$ cat config.mk
export PLATFORM = sky130hd
export DESIGN_NAME = rf_command_controller
export DESIGN_NICKNAME = d
export VERILOG_FILES = /design/src/rtl/rf_cmd_pkg.sv /design/src/rtl/byte_timeout_timer.sv /design/src/rtl/rf_command_controller.sv
export SDC_FILE = /design/constraint.sdc
export NUM_CORES = 1
export LEC_CHECK = 0
export ABC_AREA = 1
export BUFFER_PORTS_ARGS = -buffer_cell sky130_fd_sc_hd__buf_2
export CAP_MARGIN = 25
export CORE_MARGIN = 2
export CORE_UTILIZATION = 51
export CTS_CLUSTER_DIAMETER = 120
export DETAILED_ROUTE_END_ITERATION = 12
export GPL_TIMING_DRIVEN = 0
export PLACE_DENSITY = 0.88
export SLEW_MARGIN = 10
export SYNTH_ARGS = -nofsm -noshare
export SYNTH_HDL_FRONTEND = slang
export SYNTH_HIERARCHICAL = 1
export SYNTH_SLANG_ARGS = --single-unit
export TNS_END_PERCENT = 20
$ cat constraint.sdc
create_clock -name clk -period 1.8 [get_ports clk]
set_input_delay 0.18 -clock clk [delete_from_list [all_inputs] [get_ports clk]]
set_output_delay 0.18 -clock clk [all_outputs]
set_load 0.1 [all_outputs]
$ cat src/rtl/rf_cmd_pkg.sv
// Shared opcodes and FSM state encoding for the register-file command controller.
// Used by rf_command_controller (optional CMD_TIMEOUT_EN build adds byte_timeout_timer).
package rf_cmd_pkg;

  localparam logic [7:0] CMD_RF_WRITE = 8'hAA;
  localparam logic [7:0] CMD_RF_READ  = 8'hBB;

  typedef enum logic [2:0] {
    ST_IDLE    = 3'd0,
    ST_WR_ADDR = 3'd1,
    ST_WR_DATA = 3'd2,
    ST_RD_ADDR = 3'd3,
    ST_RD_WAIT = 3'd4,
    ST_TX_SEND = 3'd5
  } state_t;

  // States in which a partially received frame may be abandoned by the inter-byte timer.
  function automatic logic is_timed_state(input state_t s);
    return (s == ST_WR_ADDR) || (s == ST_WR_DATA) || (s == ST_RD_ADDR);
  endfunction

endpackage

$ cat src/rtl/byte_timeout_timer.sv
// Inter-byte timeout: down-counter reloaded on clear or while disabled; expired is the
// terminal-count compare while enabled. Only instantiated when CMD_TIMEOUT_EN is defined.
module byte_timeout_timer #(
  parameter int TIMEOUT_CYCLES = 1024
) (
  input  logic clk,
  input  logic reset,
  input  logic clear,
  input  logic enable,
  output logic expired
);

  localparam int CNT_WIDTH = (TIMEOUT_CYCLES > 1) ? $clog2(TIMEOUT_CYCLES) : 1;
  localparam logic [CNT_WIDTH-1:0] LOAD_VALUE = CNT_WIDTH'(TIMEOUT_CYCLES - 1);

  logic [CNT_WIDTH-1:0] count;

  always_ff @(posedge clk or negedge reset) begin
    if (!reset) begin
      count <= LOAD_VALUE;
    end else if (clear || !enable) begin
      count <= LOAD_VALUE;
    end else if (count != '0) begin
      count <= count - 1'b1;
    end
  end

  // Fires on the TIMEOUT_CYCLES-th consecutive enabled cycle with no clear.
  assign expired = enable && !clear && (count == '0);

endmodule

$ cat src/rtl/rf_command_controller.sv
// Parses UART command frames (AA,addr,data = write; BB,addr = read) into register-file
// strobes and returns read data over tx_valid/tx_ready. Define CMD_TIMEOUT_EN for inter-byte timeout.
module rf_command_controller
  import rf_cmd_pkg::*;
#(
  parameter int DATA_WIDTH          = 8,
  parameter int REGISTER_FILE_DEPTH = 16,
  parameter int TIMEOUT_CYCLES      = 1024,
  localparam int ADDR_WIDTH         = $clog2(REGISTER_FILE_DEPTH)
) (
  input  logic                  clk,
  input  logic                  reset,
  input  logic [DATA_WIDTH-1:0] rx_data,
  input  logic                  rx_valid,
  output logic [ADDR_WIDTH-1:0] address,
  output logic                  write_enable,
  output logic [DATA_WIDTH-1:0] write_data,
  output logic                  read_enable,
  input  logic [DATA_WIDTH-1:0] read_data,
  input  logic                  read_data_valid,
  output logic [DATA_WIDTH-1:0] tx_data,
  output logic                  tx_valid,
  input  logic                  tx_ready,
  output logic                  cmd_error
);

  // state      | meaning
  // ST_IDLE    | waiting for an opcode byte
  // ST_WR_ADDR | write opcode seen, waiting for address byte
  // ST_WR_DATA | address latched, waiting for data byte
  // ST_RD_ADDR | read opcode seen, waiting for address byte
  // ST_RD_WAIT | read strobe issued, waiting for read_data_valid
  // ST_TX_SEND | response held on tx_data until tx_ready

  if (TIMEOUT_CYCLES < 2) begin : g_bad_timeout
    $error("rf_command_controller: TIMEOUT_CYCLES must be at least 2");
  end

  state_t state;
  logic   addr_ok;
  logic   is_write_op;
  logic   is_read_op;
  logic   timeout_expired;

  assign addr_ok     = (rx_data[DATA_WIDTH-1:ADDR_WIDTH] == '0);
  assign is_write_op = (rx_data == DATA_WIDTH'(CMD_RF_WRITE));
  assign is_read_op  = (rx_data == DATA_WIDTH'(CMD_RF_READ));

`ifdef CMD_TIMEOUT_EN
  logic timer_clear;

  assign timer_clear = rx_valid || !is_timed_state(state);

  byte_timeout_timer #(
    .TIMEOUT_CYCLES(TIMEOUT_CYCLES)
  ) u_timeout (
    .clk     (clk),
    .reset   (reset),
    .clear   (timer_clear),
    .enable  (is_timed_state(state)),
    .expired (timeout_expired)
  );
`else
  assign timeout_expired = 1'b0;
`endif

  always_ff @(posedge clk or negedge reset) begin
    if (!reset) begin
      state        <= ST_IDLE;
      address      <= '0;
      write_enable <= 1'b0;
      write_data   <= '0;
      read_enable  <= 1'b0;
      tx_data      <= '0;
      tx_valid     <= 1'b0;
      cmd_error    <= 1'b0;
    end else begin
      write_enable <= 1'b0;
      read_enable  <= 1'b0;
      cmd_error    <= 1'b0;

      case (state)
        ST_IDLE: begin
          if (rx_valid) begin
            if (is_write_op) begin
              state <= ST_WR_ADDR;
            end else if (is_read_op) begin
              state <= ST_RD_ADDR;
            end else begin
              cmd_error <= 1'b1;
            end
          end
        end

        ST_WR_ADDR: begin
          if (rx_valid) begin
            if (addr_ok) begin
              address <= rx_data[ADDR_WIDTH-1:0];
              state   <= ST_WR_DATA;
            end else begin
              cmd_error <= 1'b1;
              state     <= ST_IDLE;
            end
          end else if (timeout_expired) begin
            cmd_error <= 1'b1;
            state     <= ST_IDLE;
          end
        end

        ST_WR_DATA: begin
          if (rx_valid) begin
            write_data   <= rx_data;
            write_enable <= 1'b1;
            state        <= ST_IDLE;
          end else if (timeout_expired) begin
            cmd_error <= 1'b1;
            state     <= ST_IDLE;
          end
        end

        ST_RD_ADDR: begin
          if (rx_valid) begin
            if (addr_ok) begin
              address     <= rx_data[ADDR_WIDTH-1:0];
              read_enable <= 1'b1;
              state       <= ST_RD_WAIT;
            end else begin
              cmd_error <= 1'b1;
              state     <= ST_IDLE;
            end
          end else if (timeout_expired) begin
            cmd_error <= 1'b1;
            state     <= ST_IDLE;
          end
        end

        // Bytes arriving while a response is outstanding are overruns and are dropped.
        ST_RD_WAIT: begin
          if (rx_valid) begin
            cmd_error <= 1'b1;
          end
          if (read_data_valid) begin
            tx_data  <= read_data;
            tx_valid <= 1'b1;
            state    <= ST_TX_SEND;
          end
        end

        ST_TX_SEND: begin
          if (rx_valid) begin
            cmd_error <= 1'b1;
          end
          if (tx_valid && tx_ready) begin
            tx_valid <= 1'b0;
            state    <= ST_IDLE;
          end
        end

        default: begin
          tx_valid <= 1'b0;
          state    <= ST_IDLE;
        end
      endcase
    end
  end

endmodule
==> results of run 1 <==
==> cell usage in the layout, fill, tap and decap left out <==
cell,instances
dlygate4sd3_1,1
inv_2,2
nand3_1,6
buf_2,45
nand3_2,1
clkinv_2,1
a21oi_1,3
nor3_1,2
o21ai_0,4
nor2_4,2
inv_1,10
o21ai_1,5
nand4_2,1
nand3_4,1
nand3b_1,1
dfrtp_1,27
o22ai_1,1
mux2_4,2
nand4_1,1
mux2_2,6
nand2_1,42
clkbuf_4,3
nor2_1,8
==> worst paths after layout <==
check	endpoint	slack [ns]	cells after the start
setup / recovery	write_data[6]	0.42	6
hold / removal	tx_data[0]	0.08	2
setup reg to reg	write_data[6]	0.42	6
hold reg to reg	write_data[4]	0.51	2
max in group asynchronous	tx_data[2]	1.03	2
min in group asynchronous	write_data[1]	0.38	2
==> cells in the mapped netlist, drive strengths merged <==
| cell type | instances |
|---|---|
| a21oi | 3 |
| buf | 1 |
| dfrtp | 27 |
| inv | 12 |
| mux2 | 8 |
| nand2 | 42 |
| nand3 | 8 |
| nand3b | 1 |
| nand4 | 2 |
| nor2 | 10 |
| nor3 | 2 |
| o21ai | 9 |
| o22ai | 1 |
==> layout make-up <==
class / count / area [um^2]
sequential: 27 / 676
inverter: 12 / 45.0
buffer: 1 / 5.00
clock inverter: 1 / 5.00
clock buffer: 3 / 22.5
tap: 28 / 35.0
multi-input combinational: 86 / 468
fill: 180 / 726
timing repair buffer: 45 / 230
==> cell families (layout without fill, tap and decap cells) <==
family	Yosys count	count (layout)	synth area share
mux	8	8	0.0818
simple gates	65	65	0.255
flops	27	27	0.566
buf+inv	13	62	0.0419
compound gates	13	13	0.0556
==> worst max-delay path, cell delays in order, from the launching register on <==
cell and delay [ns]:
dfrtp_1 0.50, inv_1 0.10, nor3_1 0.16, nand2_1 0.17, buf_2 0.22, nand2_1 0.07, o21ai_1 0.06
==> flip-flops by register name (all words and copies together) (netlist names) <==
name          flops
tx_data           8
write_data        8
address           4
state             3
cmd_error         1
read_enable       1
tx_valid          1
write_enable      1
==> per-stage QoR <==
step / instances / utilization / hold slack, ns / instance area (um^2)
after global routing: 203 / 0.672 / 0.0587 / 1490
final: 203 / 0.672 / 0.0796 / 1490
after floorplan: 126 / - / -0.116 / 1190
after global placement: 198 / 0.655 / 0.202 / 1450
after detailed placement: 198 / 0.655 / 0.214 / 1450
after CTS: 203 / 0.672 / 0.0667 / 1490
==> timing repair <==
action	in CTS	in global routing
hold endpoints to repair	27	0
hold buffers	1	0
endpoints found under the setup margin	0	0
buffers inserted	0	0
==> metal layers <==
layer  GRT usage  wire length (um)
met2       0.365              1410
met4      0.0855                23
met5           0                 0
met1       0.263              1030
met3      0.0400               120
==> results.md, run 1 <==
- Final HPWL DP: 1.98 mm
- Synth Register Bits: 27
- Final Slew Violations: 0
- Routed Antenna Nets: 0
- Setup WS post-layout: 0.418 ns
- CTS root buffer: clkbuf_4
- Die ar.: 2740 um^2
- Max_cap viols: 0
- Clock Tree Buf Depth: 2
- Share of layout cells above drive strength 1: 0.366
- Die Ht: 52.4 um
- RD Place Congestion: 0.769
- Post-CTS resize count: 0
- Clock transition at the registers of the reported paths: 0.14 ns
- Chip Width: 52.4 um
- Num rows: 17
- PortBufs: 44
- RSZ-0062 raised after global routing: false
- Antenna diodes: 0
- Largest net degree at the start of global routing: 28
- Yosys warnings: 6
- Slew at the pin closest to its max-slew limit: 0.588 ns
- Largest cells by area after synthesis: dfrtp_1 (57%), nand2_1 (13%), mux2_2 (5.7%), inv_1 (3.1%), nand3_1 (2.5%)
- Avg Inst Size Synth: 9.47 um^2
- Core area: 2210 um^2
- Hold path startpoint: read_data[0]
- Synth Net Count: 147
- Initial antenna violation count: 0
- Nets: 197
- Crit path launch type: flip-flop
- Rel. slew slack: 0.608
- Critical Path End Type: flip-flop
- DRC viols: 0
- CP max FO: 10
- Synth unique cells: 20
- Critical path origin: state[1]
- Fmax: 723 MHz
- Worst EP arrival: 1.60 ns
- Vias per cell: 5.21
- Clk_lat worst skew: 0.32 ns
- Vias post-DR: 1058
- Outcome: finished, final reports clean
- Io pins: 45
- DP Worst Slack: 0.461 ns
- Overall Global Routing Usage: 0.213
- CTS H-Tree Depth: 1
- Final hold viol count: 0
- R2r startpoint: state[1]
- Crit path time final: 1.38 ns
- CTS tree: yes
- DR WL/cell: 12.7 um
- Vias in the first global route: 1014
- GR Overflow Total: 0
- Clock sink count: 27
- Final period util: 0.768
- Pre-antenna DRT Iters: 4
- Setup TNS: 0 ns
- Iteration-0 DRC Markers: 28
- Synth-to-Final Area Change: 24.5%
- Mapped Cells: 126
- Critical path type: flip-flop to flip-flop
- Post-Syn Area: 1190 um^2
- Hold Path Class: input pin to flip-flop
- Final WL: 2.58 mm
- Data required, critical path: 2.02 ns
- Top-area cell type share of the netlist area: 0.566
- Starting Density: 0.540
- Synth area leader: dfrtp_1
- Total CTS buffers: 3
- Final setup viols: 0
- Sequential fraction of the synthesis area: 0.566
- Global-route wire length before repair: 4.26 mm
- Setup Skew: 0.00212 ns
Power of run 1 is left out: the tool's default activity adds up to more than one toggle a clock period on the data nets, which glitch-free logic cannot reach.
==> inputs of run 2 (changes only) <==
CORE_UTILIZATION = 47   (was 51)
PLACE_DENSITY = 0.82   (was 0.88)
clock period = 1.36 ns   (was 1.8 ns; I/O delays follow)
==> results.md, run 2 (synthesized netlist as in run 1, its figures left out) <==
- Outcome: finished, final reports clean (unchanged)
- Max_cap viols: 0 (unchanged)
- Num rows: 18 (was 17)
- Data required, critical path: 1.22 ns (was 2.02 ns)
- Setup Skew: 0.000738 ns (was 0.00212 ns)
- Final hold viol count: 0 (unchanged)
- Rel. slew slack: 0.612 (was 0.608)
- Io pins: 45 (unchanged)
- Core area: 2430 um^2 (was 2210 um^2)
- Commonest non-fill, non-tap cell in the layout: buf_2 (unchanged)
- Vias post-DR: 1028 (was 1058)
- Global-route wire length before repair: 3.73 mm (was 4.26 mm)
- Buf/Inv on CP: 1 (was 2)
- DP Worst Slack: 0.0234 ns (was 0.461 ns)
- Dpl cells: 200 (was 198)
- Nets: 198 (was 197)
- Core Util, Final: 0.632 (was 0.672)
- Setup TNS: 0 ns (unchanged)
- Layout Cells excl Fill: 206 (was 203)
- Slew at the pin closest to its max-slew limit: 0.582 ns (was 0.588 ns)
- Top Registers: tx_data (8), write_data (8), address (4) (unchanged)
- Die Ht: 54.4 um (was 52.4 um)
- Met1 Resource Use GR: 0.219 (was 0.263)
- Largest net degree at the start of global routing: 28 (unchanged)
- Overall Global Routing Usage: 0.171 (was 0.213)
- Pre-antenna DRT Iters: 4 (unchanged)
- Total CTS buffers: 3 (unchanged)
- RSZ-0062 raised after global routing: true (was false)
- Worst EP arrival: 1.15 ns (was 1.60 ns)
- Share of layout cells above drive strength 1: 0.420 (was 0.366)
- Top delay family on crit path: buffers and inverters (was flip-flops)
- Fillers: 195 (was 180)
- Crit path launch type: flip-flop (unchanged)
- DRC viols: 0 (unchanged)
- Initial antenna violation count: 0 (unchanged)
- CTS root buffer: clkbuf_4 (unchanged)
- GR Overflow Total: 0 (unchanged)
- Setup WS post-layout: 0.0731 ns (was 0.418 ns)
- Clock Tree Buf Depth: 2 (unchanged)
- CP cell instances: buf_2 (was inv_1 -> nor3_1 -> nand2_1 -> buf_2 -> nand2_1 -> o21ai_1)
- Synth-to-Final Area Change: 28.7% (was 24.5%)
- CTS tree: yes (unchanged)
- Vias per cell: 4.99 (was 5.21)
- Met3 global-route usage: 0.0246 (was 0.0400)
- Clock transition at the registers of the reported paths: 0.14 ns (about the same)
- Clk_lat worst skew: 0.31 ns (was 0.32 ns)
- CP max FO: 2 (was 10)
- Routed Antenna Nets: 0 (unchanged)
- Most frequent cells in the layout: buf_2 (44), nand2_1 (41), dfrtp_1 (23), inv_1 (10) (was buf_2 (45), nand2_1 (42), dfrtp_1 (27), inv_1 (10), nor2_1 (8))
- Final Slew Violations: 0 (unchanged)
- Final WL: 2.51 mm (was 2.58 mm)
- Chip Width: 54.4 um (was 52.4 um)
- Die ar.: 2960 um^2 (was 2740 um^2)
- Slowest-stage cell, CP: buf_2 (was dfrtp_1)
- Final HPWL DP: 1.89 mm (was 1.98 mm)
- Final period util: 0.946
- CTS H-Tree Depth: 1 (unchanged)
- Met2 GRT Util: 0.297 (was 0.365)
- Iteration-0 DRC Markers: 21 (was 28)
- DR WL/cell: 12.2 um (was 12.7 um)
- Final setup viols: 0 (unchanged)
- Hold Path Class: input pin to flip-flop (unchanged)
- Antenna diodes: 0 (unchanged)
- Clock sink count: 27 (unchanged)
- RD Place Congestion: 0.838 (was 0.769)
- PortBufs: 44 (unchanged)
- Peak per-stage delay on the critical path: 0.44 ns (was 0.50 ns)
- Fmax: 777 MHz
- Starting Density: 0.491 (was 0.540)
- Critical Path End Type: output pin (was flip-flop)
- Grt peak-use layer: met2 (unchanged)
- Crit path time final: 1.29 ns
- Vias in the first global route: 902 (was 1014)
- Critical path type: flip-flop to output pin (was flip-flop to flip-flop)
-- run 2: final cells by class --
| cell class | instances | area, um^2 | share of cell area |
|---|---|---|---|
| Clock buffer | 3 | 22.5 | 0.0147 |
| Tap cell | 30 | 37.5 | 0.0244 |
| Inverter | 12 | 45.0 | 0.0293 |
| Timing Repair Buffer | 46 | 238 | 0.155 |
| Buffer | 1 | 7.51 | 0.00489 |
| Sequential cell | 27 | 681 | 0.443 |
| Multi-Input combinational cell | 86 | 500 | 0.326 |
| Clock inverter | 1 | 5.00 | 0.00326 |
-- run 2: metrics by stage --
step | instance area (um^2) | hold slack, ns
after floorplan | 1190 | -0.160
after global placement | 1450 | 0.161
after detailed placement | 1450 | 0.173
after CTS | 1490 | 0.0326
after global routing | 1540 | 0.0160
final | 1540 | 0.0396
-- run 2: worst paths after layout --
path	slack, ns	from	endpoint	cells after the start
max	0.07	write_data[0]	write_data[0]	1
min	0.04	read_data[7]	tx_data[7]	2
max reg2reg	0.07	state[2]	tx_data[7]	4
min reg2reg	0.50	write_data[1]	write_data[1]	2
max in group asynchronous	0.61	reset	state[1]	2
min in group asynchronous	0.33	reset	write_data[6]	2
-- run 2: repair_timing --
| item | CTS | global route |
|---|---|---|
| pin swaps | 0 | 1 |
| hold buffers | 1 | 0 |
| endpoints found under the hold margin | 27 | 0 |
| endpoints found under the setup margin | 5 | 18 |
| setup buffers | 0 | 1 |
| gates cloned | 0 | 0 |
| resized for setup | 1 | 10 |
-- run 2: routing by layer --
layer  wire length, um  vias up
met4                19        0
met1              1090      491
met2              1310       24
met5                 0        -
met3                86        2
li1                  -      511
Power of run 2 is left out for the same reason.
==> inputs of run 3 (changes only) <==
RECOVER_POWER = 50   (was not set)
==> results.md, run 3 (synthesized netlist as in run 1, its figures left out) <==
- Outcome: finished, final reports clean (unchanged)
- Core Util, Final: 0.632 (unchanged)
- PortBufs: 44 (unchanged)
- Starting Density: 0.491 (unchanged)
- CP max FO: 9 (was 2)
- Num rows: 18 (unchanged)
- Die ar.: 2960 um^2 (unchanged)
- RD Place Congestion: 0.838 (unchanged)
- Final WL: 2.51 mm (about the same)
- Die Ht: 54.4 um (unchanged)
- Clock sink count: 27 (unchanged)
- Rel. slew slack: 0.568 (was 0.612)
- Share of layout cells above drive strength 1: 0.420 (unchanged)
- Dpl cells: 200 (unchanged)
- Fin Hold WS: 0.0396 ns (unchanged)
- Io pins: 45 (unchanged)
- Core area: 2430 um^2 (unchanged)
- CTS H-Tree Depth: 1 (unchanged)
- Crit path time final: 1.29 ns (about the same)
- Final hold viol count: 0 (unchanged)
- Initial antenna violation count: 0 (unchanged)
- Worst R2R Path Depth: 4 (unchanged)
- Overall Global Routing Usage: 0.171 (unchanged)
- Final period util: 0.946 (about the same)
- RSZ-0062 raised after global routing: true (unchanged)
- Critical path type: flip-flop to flip-flop (was flip-flop to output pin)
- GR Overflow Total: 0 (unchanged)
- Total CTS buffers: 3 (unchanged)
- R2R setup slack: 0.07 ns (about the same)
- DRC viols: 0 (unchanged)
- DR WL/cell: 12.2 um (about the same)
- Routed Antenna Nets: 0 (unchanged)
- Chip Width: 54.4 um (unchanged)
- Layout Cells excl Fill: 206 (unchanged)
- Clock Tree Buf Depth: 2 (unchanged)
- Clock transition at the registers of the reported paths: 0.14 ns (about the same)
- CP endpoint: tx_data[7] (was write_data[0])
- Vias post-DR: 1033 (was 1028)
- Reg2reg end: tx_data[7] (unchanged)
- Clk_lat worst skew: 0.31 ns (about the same)
- Fmax: 777 MHz (about the same)
- Setup Skew: 0.00141 ns (was 0.000738 ns)
- Final Slew Violations: 0 (unchanged)
- Commonest non-fill, non-tap cell in the layout: buf_2 (unchanged)
- Largest net degree at the start of global routing: 28 (unchanged)
- Nets: 198 (unchanged)
- Max_cap viols: 0 (unchanged)
- Synth-to-Final Area Change: 28.7% (unchanged)
- Final setup viols: 0 (unchanged)
- CTS tree: yes (unchanged)
- Final HPWL DP: 1.89 mm (unchanged)
- Slew at the pin closest to its max-slew limit: 0.648 ns (was 0.582 ns)
- Critical Path End Type: flip-flop (was output pin)
- Vias per cell: 5.01 (was 4.99)
- Data required, critical path: 1.58 ns (was 1.22 ns)
- Top Registers: tx_data (8), write_data (8), address (4) (unchanged)
- Crit path launch type: flip-flop (unchanged)
- CTS root buffer: clkbuf_4 (unchanged)
- Antenna diodes: 0 (unchanged)
- Worst EP arrival: 1.50 ns (was 1.15 ns)
- Setup TNS: 0 ns (unchanged)
- Vias in the first global route: 902 (unchanged)
- Pre-antenna DRT Iters: 4 (unchanged)
- Hold Path Class: input pin to flip-flop (unchanged)
- Most frequent cells in the layout: buf_2 (43), nand2_1 (41), dfrtp_1 (23), inv_1 (10) (was buf_2 (44), nand2_1 (41), dfrtp_1 (23), inv_1 (10))
- Critical path origin: state[2] (was write_data[0])
- Iteration-0 DRC Markers: 21 (unchanged)
- R2r startpoint: state[2] (unchanged)
- Global-route wire length before repair: 3.73 mm (unchanged)
-- run 3: changes by cell type in the layout (fill, tap and decap cells not counted), sizes merged --
cell and delta:
clkbuf +1, buf -1
-- run 3: what timing repair did --
| action | in CTS | in global routing |
|---|---|---|
| hold buffers | 1 | 0 |
| gates resized for setup | 1 | 10 |
| pin swaps | 0 | 1 |
| buffers inserted | 0 | 1 |
| hold endpoints to repair | 27 | 0 |
| setup endpoints to repair | 5 | 18 |
-- run 3: metrics by stage --
stage                     area (um^2)  setup slack, ns
after CTS                        1490           0.0288
final                            1540           0.0734
after global routing             1540          -0.0116
after floorplan                  1190          0.00700
after global placement           1450            0.102
after detailed placement         1450           0.0234
-- run 3: how the worst min path moves through the flow --
stage / slack (ns) / start / end / depth (start not counted)
2_1_floorplan: -0.16 / reset / address[0] / 0
3_3_place_gp: 0.16 / reset / write_data[4] / 1
3_5_place_dp: 0.17 / reset / write_data[6] / 1
4_1_cts: 0.03 / read_data[7] / tx_data[7] / 2
5_1_grt: 0.02 / read_data[7] / tx_data[7] / 2
6_report: 0.04 / read_data[7] / tx_data[7] / 2
-- run 3: layer usage --
| layer | track usage | share of wire |
|---|---|---|
| met2 | 0.297 | 0.52 |
| met3 | 0.0246 | 0.033 |
| met1 | 0.219 | 0.43 |
| met4 | 0.0500 | 0.0076 |
| met5 | 0 | 0 |
-- run 3: area by class of cell --
cell class,count,area [um^2]
inverter,12,45.0
multi-input combinational,86,500
fill,195,896
buffer,1,7.51
tap,30,37.5
sequential,27,681
clock inverter,1,5.00
clock buffer,3,22.5
timing repair buffer,46,238
-- run 3: critical path, stage by stage, from the launching register on --
cell,delay [ns]
dfrtp_2,0.49
inv_2,0.08
nor2_4,0.13
nand3_4,0.16
mux2_4,0.32
Power of run 3 is left out for the same reason.
